**src/rtl/stopwatch_ctrl.sv**
```systemverilog
// Stopwatch controller: IDLE/RUNNING/PAUSED FSM, one-second prescaler and 0..59 seconds counter.
// Optional lap capture is compiled in with STOPWATCH_LAP_EN.
module stopwatch_ctrl #(
    parameter int TICK_DIV = 50000000
) (
    input  logic       clk,
    input  logic       rst,
    input  logic       start,
    input  logic       stop,
    input  logic       clear,
`ifdef STOPWATCH_LAP_EN
    input  logic       lap,
    input  logic [7:0] minutes_in,
    output logic       lap_valid,
    output logic [5:0] lap_sec,
    output logic [7:0] lap_min,
`endif
    output logic       enable,
    output logic       sec_tick,
    output logic       sec_overflow,
    output logic [5:0] seconds,
    output logic       mins_rst_n,
    output logic [1:0] state
);

    localparam int PW = (TICK_DIV > 1) ? $clog2(TICK_DIV) : 1;
    localparam logic [PW-1:0] PRESC_MAX = PW'(TICK_DIV - 1);

    typedef enum logic [1:0] {
        IDLE    = 2'b00,
        RUNNING = 2'b01,
        PAUSED  = 2'b10
    } state_e;

    state_e          state_q, state_d;
    logic [PW-1:0]   presc_q, presc_d;
    logic [5:0]      sec_q, sec_d;
    logic            mrn_q;
    logic            tick;

    // A stop in the terminal cycle still lets the tick through; only clear/rst kill it.
    assign tick = !rst && !clear && (state_q == RUNNING) && (presc_q == PRESC_MAX);

    always_comb begin
        state_d = state_q;
        presc_d = presc_q;
        sec_d   = sec_q;
        if (clear) begin
            state_d = IDLE;
            presc_d = '0;
            sec_d   = '0;
        end else begin
            unique case (state_q)
                IDLE:    if (start) state_d = RUNNING;
                RUNNING: if (stop)  state_d = PAUSED;
                PAUSED:  if (start) state_d = RUNNING;
                default:            state_d = IDLE;
            endcase
            if (state_q == RUNNING)
                presc_d = (presc_q == PRESC_MAX) ? '0 : presc_q + 1'b1;
            if (tick)
                sec_d = (sec_q == 6'd59) ? 6'd0 : sec_q + 6'd1;
        end
    end

    always_ff @(posedge clk) begin
        if (rst) begin
            state_q <= IDLE;
            presc_q <= '0;
            sec_q   <= '0;
            mrn_q   <= 1'b0;
        end else begin
            state_q <= state_d;
            presc_q <= presc_d;
            sec_q   <= sec_d;
            mrn_q   <= !clear;
        end
    end

    assign enable       = (state_q == RUNNING);
    assign sec_tick     = tick;
    assign sec_overflow = tick && (sec_q == 6'd59);
    assign seconds      = sec_q;
    assign mins_rst_n   = mrn_q;
    assign state        = state_q;

`ifdef STOPWATCH_LAP_EN
    logic       lap_valid_q;
    logic [5:0] lap_sec_q;
    logic [7:0] lap_min_q;

    // A second lap releases the frozen display regardless of state.
    always_ff @(posedge clk) begin
        if (rst || clear) begin
            lap_valid_q <= 1'b0;
            lap_sec_q   <= '0;
            lap_min_q   <= '0;
        end else if (lap) begin
            if (lap_valid_q) begin
                lap_valid_q <= 1'b0;
            end else if (state_q == RUNNING) begin
                lap_valid_q <= 1'b1;
                lap_sec_q   <= sec_q;
                lap_min_q   <= minutes_in;
            end
        end
    end

    assign lap_valid = lap_valid_q;
    assign lap_sec   = lap_sec_q;
    assign lap_min   = lap_min_q;
`endif

endmodule

```
**config.mk**
```make
export PLATFORM = sky130hd
export DESIGN_NAME = stopwatch_ctrl
export DESIGN_NICKNAME = d
export VERILOG_FILES = /design/src/rtl/stopwatch_ctrl.sv
export SDC_FILE = /design/constraint.sdc
export NUM_CORES = 1
export LEC_CHECK = 0
export ABC_AREA = 1
export BUFFER_PORTS_ARGS = -buffer_cell sky130_fd_sc_hd__buf_2
export CORE_UTILIZATION = 63
export DETAILED_ROUTE_END_ITERATION = 7
export PLACE_DENSITY = 0.93
export SYNTH_ARGS = -nofsm -noshare
export SYNTH_HDL_FRONTEND = slang
export SYNTH_SLANG_ARGS = --single-unit
```
**constraint.sdc**
```tcl
create_clock -name clk -period 3.1 [get_ports clk]
set_clock_uncertainty 0.1 [all_clocks]
set_input_delay 0 -clock clk [delete_from_list [all_inputs] [get_ports clk]]
set_output_delay 0 -clock clk [all_outputs]
set_load 0.05 [all_outputs]
```
# Word-level counts from Yosys, hierarchy flattened
# Index checks and enable logic that the tools add are counted.
# totals
regBits	35
inputBits	5
output_inout_bits	12
wordCells	27
# classes
addsub	2
n_eq_ne	6
n_mux	5
reduce_logical	10
# op_table
cell	count
adder 26 x 1 -> 26 bit (second input constant)	1
== test 26 bit (second input constant)	1
two-way mux 26 bit	1
adder 6 x 1 -> 6 bit (second input constant)	1
== test 6 bit (second input constant)	1
two-way mux 6 bit	1
logical AND 1 bit	4
two-way mux 2 bit	2
case mux 2 bit (2 select lines)	1
OR reduction 2 bit	2
== test 2 x 1 -> 1 bit (second input constant)	1
== test 2 bit (second input constant)	1
logical NOT 1 bit	2
logical NOT 2 bit	1
!= test 2 x 1 -> 1 bit (second input constant)	1
!= test 2 bit (second input constant)	1
AND reduction 2 bit	1

# Depth between registers and ports, before layout
# Gate-level depths: netlist (run 1).
# logic_depth
word_depth	5
depth_mapped	10
mapped_depth_nobuf	10

# Worst setup path after synthesis (run 1)
# Ideal clock, no wire load.
# synth_timing
path_type	reg2out
start	register state_q[0], in the netlist state[0]
end	output port sec_overflow
t_arrival_ns	3.006
required_time_ns	3.000
setup_slack_ns	-0.006
path_stages_with_launch	7
path_buffers	0
path_cell_list	dfxtp_1 inv_2 nor2_4 nand3_4 nor2_8 nand2_4 nor4_1
# synth_via
elab_chain_cells	4
# synth_rtl
item	line	source
start: declaration	35	state_e state_q, state_d;
start signal: assignment	73	state_q <= state_d;
== test 2 x 1 -> 1 bit	-	
net enable	18	output logic enable,
logical AND 1 bit (2 in series)	42	assign tick = !rst && !clear && (state_q == RUNNING) && (presc_q == PRESC_MAX);
logical AND 1 bit	82	assign sec_overflow = tick && (sec_q == 6'd59);
end: declaration	20	output logic sec_overflow,
# The timed path passes the listed nets, and every way through them passes these cells.

# Worst setup path in the final report (run 1)
# layout_timing
start	register presc_q[1]
end	output port sec_overflow
# layout_via
elab_chain_cells	3
# layout_rtl
item	line	source
start: declaration	36	logic [PW-1:0] presc_q, presc_d;
start signal: assignment	74	presc_q <= presc_d;
== test 26 bit	42	
logical AND 1 bit	42	
logical AND 1 bit	82	
# No other way between the ends.

==> results of run 1 <==
==> path summary, 6_finish.rpt <==
kind	start	depth (start not counted)	endpoint	slack (ps)
worst min-delay path	clear	4	presc_q[9]$_SDFFE_PP0N_	180
worst min register to register	presc_q[10]$_SDFFE_PP0N_	2	presc_q[10]$_SDFFE_PP0N_	400
worst max-delay path	presc_q[1]$_SDFFE_PP0N_	8	sec_overflow	1000
worst max register to register	state[0]$_SDFFE_PP0P_	6	presc_q[11]$_SDFFE_PP0N_	1390
==> stage by stage <==
step	total power [mW]	hold slack [ps]	instance area (sq um)	setup WS (ps)	utilization (%)
after global placement	0.504	120	2100	1440	72.9
after global routing	0.776	184	2200	872	76.4
after floorplan	0.496	-1.08	1990	589	-
after detailed placement	0.504	118	2100	1400	72.9
final	0.743	177	2200	1000	76.4
after CTS	0.746	134	2200	1020	76.4
==> report_power, final <==
group | switching [mW] | leakage [nW] | internal [mW]
logic | 0.0321 | 0.589 | 0.0137
clock network | 0.155 | 0.0293 | 0.0882
registers | 0.00243 | 0.282 | 0.452
total | 0.190 | 0.901 | 0.554
==> synthesized netlist by cell type <==
cell type / n / area, sq um
nand3b_1: 1 / 7.51
xor2_1: 6 / 52.6
buf_6: 1 / 11.3
nor2_8: 2 / 40.0
ha_1: 3 / 37.5
nand2_4: 4 / 45.0
nand3_1: 22 / 110
inv_1: 33 / 124
inv_2: 2 / 7.51
nor3_1: 13 / 65.1
xnor2_1: 2 / 17.5
o21ai_1: 5 / 25.0
nor2_2: 8 / 50.1
a31oi_1: 1 / 6.26
a21oi_1: 9 / 45.0
nor4_1: 1 / 6.26
nor2_1: 45 / 169
nand3_4: 1 / 17.5
o21bai_1: 1 / 7.51
nand2_1: 61 / 229
dfxtp_1: 35 / 701
buf_2: 2 / 10.0
nand4_1: 7 / 43.8
o22ai_1: 1 / 6.26
nor3b_1: 1 / 7.51
nor2_4: 3 / 33.8
nand2_2: 5 / 31.3
and2_1: 1 / 6.26
nand3_2: 2 / 20.0
o21ai_0: 6 / 30.0
a21oi_4: 1 / 16.3
==> flip-flops by register name (all words and copies together) (netlist names) <==
register    count
seconds         6
presc_q        26
state           2
mins_rst_n      1
==> worst max-delay path, cell delays in order, from the launching register on <==
cell and delay (ps):
dfxtp_1 410, ha_1 180, inv_1 50, nor2_2 130, nand2_2 130, nor2_8 190
nand2_4 90, nor4_2 150, buf_2 310
==> layer usage <==
| metal | up-vias | global-route usage, % | part of all wire (%) |
|---|---|---|---|
| met1 | 826 | 42.3 | 47 |
| met5 | - | 0 | 0 |
| met4 | 0 | 12.6 | 2.5 |
| li1 | 964 | - | - |
| met3 | 14 | 8.93 | 6.2 |
| met2 | 55 | 44.5 | 45 |
==> timing repair <==
| item | 4_1_cts | 5_1_grt |
|---|---|---|
| endpoints found under the hold margin | 13 | 0 |
| hold buffers | 5 | 0 |
| setup buffers | 0 | 0 |
==> layout make-up <==
| cell class | instances | area [sq um] | share of cell area [%] |
|---|---|---|---|
| Multi-Input combinational cell | 212 | 1130 | 51.5 |
| Sequential cell | 35 | 701 | 31.9 |
| Inverter | 35 | 131 | 5.98 |
| Timing Repair Buffer | 21 | 130 | 5.92 |
| Tap cell | 42 | 52.6 | 2.39 |
| Clock buffer | 7 | 45.0 | 2.05 |
| Clock inverter | 1 | 5.00 | 0.228 |
==> cell families after synthesis <==
family / share of synthesized area (%)
simple gates: 44.6
buf+inv: 7.71
flops: 35.4
compound gates: 6.89
xor+xnor: 3.54
fa+ha+maj: 1.90
==> key figures, run 1 <==
Run status
  – Status: completed

Finish
  – Ant. Diodes: 0
  – Nets: 318
  – Fin cells: 353
  – Most frequent cells in the layout: nand2_1, nor2_1, dfxtp_1, inv_1, nand3_1
  – Share of cells above drive strength 1: 16.4%
  – Layout fillers: 211
  – Area grow syn2layout: 11.0%
  – Most common cell after layout, fill and taps aside: nand2_1

Timing
  – RSZ-0062 raised after global routing: no
  – Final hold vios: 0
  – Final Critical Period: 2100 ps
  – Max Clk Rate: 477 MHz
  – Tightest Pin Transition: 511 ps
  – Final setup vio count: 0
  – Tcrit/Tclk final: 67.6%
  – Max-slew violation count: 0
  – Sum Neg Setup Slack: 0 ps
  – Slew margin rel.: 65.9%

Floorplanning
  – Initial Util: 68.8%
  – Core Rows: 19
  – Die ar.: 3370 sq um
  – CORE AREA: 2880 sq um
  – Die Ht: 58.1 um
  – Die width: 58.1 um
  – Io pins: 17

Routing
  – DR vias/cell: 5.27
  – Routed Antenna Nets: 0
  – DRC violations left: 0
  – First-pass iteration count of the detailed router: 4
  – Vias: 1859
  – Initial drt markers: 121
  – Wirelength per Cell: 12.6 um
  – Drt total wl: 4440 um

Pwr
  – PD cells: 338 nW/um^2
  – P_leak: 0.901 nW
  – Max IR drop VDD: 0.000316 V

Critical path
  – Critical path arrival: 2000 ps
  – WS Path Type: reg -> out
  – Critical Path Fanout Max: 4
  – CP Capture Type: primary output
  – Worst path required time: 3000 ps
  – Startpoint Class: flop

Clocking
  – Clock slew at reported path FFs: 110 ps
  – CTS root buf: clkbuf_4
  – Clock sinks: 35
  – # H-tree levels: 2
  – Worst skew pair latency: 360 ps
  – CTS tree: done
  – CTS Buf Count: 5
  – Post_cts resized: 0
  – Max Root-Sink Buffers: 2

Place
  – PortBufs: 16
  – Post-DP HPWL: 3240 um
  – Placer Congestion: 0.960
  – Placed Cells: 340

Synth
  – Post-Synthesis Cells: 285
  – Yosys reg bits: 35
  – Synth Cell Area: 1980 sq um
  – YS warnings: 0
  – Synthesized area per cell: 6.95 sq um
  – Syn Nets: 293
  – Post-synthesis sequential area ratio: 35.4%
  – Synth cell types: 31

Global route
  – GR Util All Layers: 30.6%
  – First-pass GRT wire length: 7720 um
  – Initial antenna violation count: 0
  – Total grt overflow: 0
  – Number of global-route vias before repair: 1656
  – Largest net degree at the start of global routing: 17

Flow run
  – Max-cap check violation count: 0

Min path
  – Type of the most critical hold path: in -> reg
(Power assumes the default switching activity.)
==> run 2, diff against run 1 <==
--- a/config.mk
+++ b/config.mk
@@ -7,9 +7,9 @@
 export LEC_CHECK = 0
 export ABC_AREA = 1
 export BUFFER_PORTS_ARGS = -buffer_cell sky130_fd_sc_hd__buf_2
-export CORE_UTILIZATION = 63
+export CORE_UTILIZATION = 59
 export DETAILED_ROUTE_END_ITERATION = 7
-export PLACE_DENSITY = 0.93
+export PLACE_DENSITY = 0.88
 export SYNTH_ARGS = -nofsm -noshare
 export SYNTH_HDL_FRONTEND = slang
 export SYNTH_SLANG_ARGS = --single-unit
==> constraint.sdc (replaced) <==
create_clock -name clk -period 2.1 [get_ports clk]
set_clock_uncertainty 0.1 [all_clocks]
set_input_delay 0 -clock clk [delete_from_list [all_inputs] [get_ports clk]]
set_output_delay 0 -clock clk [all_outputs]
set_load 0.05 [all_outputs]
==> key figures, run 2 (synthesized netlist as in run 1, its figures left out) <==
Floorplanning
  – Io pins: 17
  – Die width: 59.9 um
  – Core Rows: 20
  – Initial Util: 63.3%
  – Die ar.: 3590 sq um
  – CORE AREA: 3130 sq um
  – Die Ht: 59.9 um

Global route
  – Total grt overflow: 0
  – Number of global-route vias before repair: 1749
  – GR Util All Layers: 28.9%
  – Largest net degree at the start of global routing: 17
  – Initial antenna violation count: 0
  – First-pass GRT wire length: 7550 um

Place
  – PortBufs: 16
  – Placer Congestion: 0.952
  – Post-DP Area: 2120 sq um
  – Setup Slack @ Placement: 408 ps
  – Post-DP HPWL: 3360 um

Min path
  – Type of the most critical hold path: in -> reg
  – Worst Hold Launch: clear
  – Hold path cells: 4
  – Hold EP: state[0]$_SDFFE_PP0P_

Finish
  – Max reg flops: 26
  – Cell area after layout: 2280 sq um
  – Most frequent cells in the layout: nand2_1, nor2_1, inv_1, dfxtp_1, nand3_1
  – Most common cell after layout, fill and taps aside: nand2_1
  – Reg with most FFs: presc_q
  – Footprint of the multi-input gates: 1150 sq um
  – Reg area: 704 sq um
  – Ant. Diodes: 0
  – Share of cells above drive strength 1: 17.9%
  – Nets: 319
  – Layout fillers: 245
  – Area grow syn2layout: 15.1%

Timing
  – Max Clk Rate: 512 MHz
  – Final WS setup: 146 ps
  – Tightest Pin Transition: 549 ps
  – Max-slew violation count: 0
  – Final setup vio count: 0
  – Tcrit/Tclk final: 93.1%
  – Sum Neg Setup Slack: 0 ps
  – Final hold vios: 0
  – RSZ-0062 raised after global routing: no
  – Final Critical Period: 1950 ps
  – Slew margin rel.: 63.4%

Routing
  – Drt total wl: 4490 um
  – First-pass iteration count of the detailed router: 4
  – Wirelength per Cell: 12.6 um
  – DR vias/cell: 5.33
  – Vias: 1899
  – Routed Antenna Nets: 0
  – Initial drt markers: 138
  – DRC violations left: 0

Clocking
  – Max Root-Sink Buffers: 2
  – CTS Buf Count: 5
  – Clock slew at reported path FFs: 110 ps
  – CTS root buf: clkbuf_4
  – Post CTS Setup Buffer Count: 0
  – CTS tree: done
  – Clock sinks: 35
  – # H-tree levels: 2
  – Worst skew pair latency: 360 ps

Critical path
  – RR Endpoint: presc_q[18]$_SDFFE_PP0N_
  – Critical Path Max Stage Delay: 390 ps
  – Flop-to-flop setup slack: 430 ps
  – R2R depth: 8
  – Critical path arrival: 1850 ps
  – Critical Path Fanout Max: 4
  – R2R Path Start: presc_q[0]$_SDFFE_PP0N_
  – Cell chain of the critical path: ha_1 -> inv_1 -> nor2_2 -> nand2_2 -> nor2_8 -> nand2_4 -> nor2_4 -> buf_2
  – Crit-path slowest cell: dfxtp_2
  – Worst path required time: 2000 ps
  – CP Capture Type: primary output
  – Startpoint Class: flop
  – WS Path Type: reg -> out

Run status
  – Status: completed

Pwr
  – NetSw: 289 uW
  – Switch share: 21.4%
  – Gate power share: 5.2%
  – Max IR drop VDD: 0.000496 V
  – Internal power: 1.06 mW
  – P_leak: 0.941 nW
  – Clock share of power: 45.1%
  – PD cells: 592 nW/um^2
  – Total power: 1.35 mW
  – Seq pwr share: 49.7%

Flow run
  – Max-cap check violation count: 0
## run 2: changes by cell type in the layout (fill, tap and decap cells not counted), sizes merged
| cell | before | now |
|---|---|---|
| bufinv | 0 | 2 |
| buf | 16 | 17 |
| clkinv | 1 | 0 |
| clkbuf | 7 | 6 |
## run 2: metal layers
layer / track usage, % / vias to the layer above / wire [um]
li1: - / 965 / -
met1: 33.4 / 860 / 1870
met2: 50.5 / 62 / 2240
met3: 7.79 / 12 / 276
met4: 11.3 / 0 / 93
met5: 0 / - / 0
## run 2: cell type report
type	count	share of cell area [%]
clock buffer	6	1.81
timing repair buffer	22	6.15
tap	44	2.42
inverter	35	5.77
sequential	35	30.9
multi-input combinational	212	50.3
clock inverter	2	2.64
## run 2: what timing repair did
item                                   4_1_cts  5_1_grt
endpoints found under the hold margin       13        0
resized for setup                            0        4
hold buffers                                 5        0
setup endpoints to repair                    0        2
## run 2: critical path: cells and delay by family, from the launching register on
kind,cells,cell delay (ps)
flops,1,390
buf+inv,2,320
simple gates,5,630
fa+ha+maj,1,160
## run 2: power by group through the flow
stage                     registers [mW]  logic [mW]  clock network, mW
final                              0.671      0.0699              0.609
after global routing               0.672      0.0756              0.644
after CTS                          0.671      0.0683              0.619
after detailed placement           0.686      0.0622                  0
after global placement             0.686      0.0613                  0
after floorplan                    0.694      0.0393                  0
## run 2: worst max-delay path by stage
stage | start | end | slack, ps | cells after the start
finish | presc_q[0]$_SDFFE_PP0N_ | sec_tick | 150 | 8
detailed placement | presc_q[0]$_SDFFE_PP0N_ | presc_q[18]$_SDFFE_PP0N_ | 410 | 8
global placement | presc_q[0]$_SDFFE_PP0N_ | sec_overflow | 490 | 8
global route | presc_q[0]$_SDFFE_PP0N_ | sec_overflow | 20 | 8
CTS | presc_q[0]$_SDFFE_PP0N_ | sec_overflow | 3 | 8
floorplan | state[0]$_SDFFE_PP0P_ | sec_overflow | 70 | 6
## run 2: through the flow
stage / hold WS (ps) / instances / util (%)
after floorplan: -1.08 / 285 / -
after global placement: 115 / 343 / 67.8
after detailed placement: 116 / 343 / 67.8
after CTS: 167 / 356 / 72.7
after global routing: 244 / 356 / 72.8
final: 197 / 356 / 72.8
==> run 3, diff against run 2 <==
--- a/config.mk
+++ b/config.mk
@@ -7,9 +7,12 @@
 export LEC_CHECK = 0
 export ABC_AREA = 1
 export BUFFER_PORTS_ARGS = -buffer_cell sky130_fd_sc_hd__buf_2
+export CORE_MARGIN = 2
 export CORE_UTILIZATION = 59
 export DETAILED_ROUTE_END_ITERATION = 7
 export PLACE_DENSITY = 0.88
+export SKIP_CTS_REPAIR_TIMING = 1
+export SLEW_MARGIN = 20
 export SYNTH_ARGS = -nofsm -noshare
 export SYNTH_HDL_FRONTEND = slang
 export SYNTH_SLANG_ARGS = --single-unit
==> key figures, run 3 (synthesized netlist as in run 1, its figures left out) <==
Finish
  – Share of cells above drive strength 1: 17.9%
  – Ant. Diodes: 0
  – Cell area after layout: 2270 sq um
  – Max reg flops: 26
  – Footprint of the multi-input gates: 1150 sq um
  – Most common cell after layout, fill and taps aside: nand2_1
  – Most frequent cells in the layout: nand2_1, nor2_1, inv_1, dfxtp_1, nand3_1
  – Layout fillers: 262
  – Nets: 319
  – Area grow syn2layout: 14.7%
  – Reg area: 703 sq um
  – Reg with most FFs: presc_q

Routing
  – Vias: 1882
  – Initial drt markers: 117
  – WL met1: 1890 um
  – First-pass iteration count of the detailed router: 4
  – Met2 Wirelength: 2050 um
  – Routed Antenna Nets: 0
  – Drt total wl: 4320 um
  – Met3 routed WL: 251 um
  – Max Used Layer: met4
  – DR vias/cell: 5.26
  – DRC violations left: 0
  – Wirelength per Cell: 12.1 um

Floorplanning
  – Die width: 61.9 um
  – Die Ht: 61.9 um
  – Initial Util: 60.3%
  – CORE AREA: 3280 sq um
  – Core Rows: 21
  – Die ar.: 3830 sq um
  – Io pins: 17

Timing
  – Slew margin rel.: 61.1%
  – Max-slew violation count: 0
  – Tcrit/Tclk final: 92.0%
  – Max Clk Rate: 518 MHz
  – Final WS setup: 168 ps
  – Sum Neg Setup Slack: 0 ps
  – Final Critical Period: 1930 ps
  – RSZ-0062 raised after global routing: no
  – Final setup vio count: 0
  – Tightest Pin Transition: 582 ps
  – Final hold vios: 0

Critical path
  – Cell chain of the critical path: ha_1 -> inv_1 -> nor2_2 -> nand2_2 -> nor2_8 -> nand2_4 -> nor4_4 -> buf_6
  – Worst path required time: 2000 ps
  – WS Path Type: reg -> out
  – Critical path arrival: 1830 ps
  – Crit-path slowest cell: dfxtp_1
  – Critical Path Max Stage Delay: 410 ps
  – Startpoint Class: flop
  – Critical Path Fanout Max: 4
  – CP Capture Type: primary output

Pwr
  – P_leak: 0.937 nW
  – Max IR drop VDD: 0.000384 V
  – PD cells: 552 nW/um^2

Clocking
  – Worst skew pair latency: 350 ps
  – CTS tree: done
  – Clock sinks: 35
  – Clock slew at reported path FFs: 110 ps
  – Max Root-Sink Buffers: 2
  – # H-tree levels: 2
  – CTS Buf Count: 5
  – CTS root buf: clkbuf_4

Global route
  – Number of global-route vias before repair: 1669
  – First-pass GRT wire length: 6640 um
  – Total grt overflow: 0
  – Largest net degree at the start of global routing: 17
  – Initial antenna violation count: 0
  – GR Util All Layers: 24.1%

Place
  – PortBufs: 16
  – Placer Congestion: 0.956
  – Setup Slack @ Placement: 458 ps
  – Post-DP HPWL: 3070 um
  – Post-DP Area: 2120 sq um

Min path
  – Type of the most critical hold path: in -> reg

Flow run
  – Max-cap check violation count: 0

Run status
  – Status: completed
==> run 3: final cells by class <==
type / instances / share of cell area [%]
repair buffers: 22 / 6.45
inverters: 35 / 5.79
clock inverters: 2 / 1.54
flip-flops and latches: 35 / 31.0
multi-input cells: 212 / 50.5
clock buffers: 6 / 2.26
well taps: 46 / 2.53
==> run 3: worst max-delay path: cells and delay by family, from the launching register on <==
kind          cells  cell delay (ps)
flops             1              410
buf+inv           2              230
fa+ha+maj         1              170
simple gates      5              680
==> run 3: per-stage QoR <==
| step | cells | power [mW] | util [%] | hold slack (ps) |
|---|---|---|---|---|
| detailed placement | 345 | 0.745 | 64.7 | 114 |
| floorplan | 285 | 0.733 | - | -1.08 |
| global placement | 345 | 0.745 | 64.7 | 107 |
| CTS | 353 | 1.25 | 67.3 | -256 |
| finish | 358 | 1.25 | 69.1 | 207 |
| global route | 358 | 1.30 | 69.1 | 212 |
==> run 3: report_power, final <==
part / switching [mW] / internal [mW]
clock network: 0.234 / 0.281
registers: 0.00367 / 0.667
logic: 0.0471 / 0.0205
total: 0.284 / 0.969
==> run 3: final timing paths <==
path | from | end | slack, ps | cells after the start
max | presc_q[1]$_SDFFE_PP0N_ | sec_overflow | 170 | 8
min reg2reg | seconds[5]$_SDFFE_PP0P_ | seconds[5]$_SDFFE_PP0P_ | 400 | 2
min | rst | presc_q[16]$_SDFFE_PP0N_ | 210 | 4
max reg2reg | state[0]$_SDFFE_PP0P_ | state[1]$_SDFFE_PP0P_ | 360 | 5
==> run 3: layer usage <==
layer,global-route usage [%],vias up
met1,28.0,850
li1,-,967
met2,38.8,52
met4,13.1,0
met3,8.49,13
met5,0,-
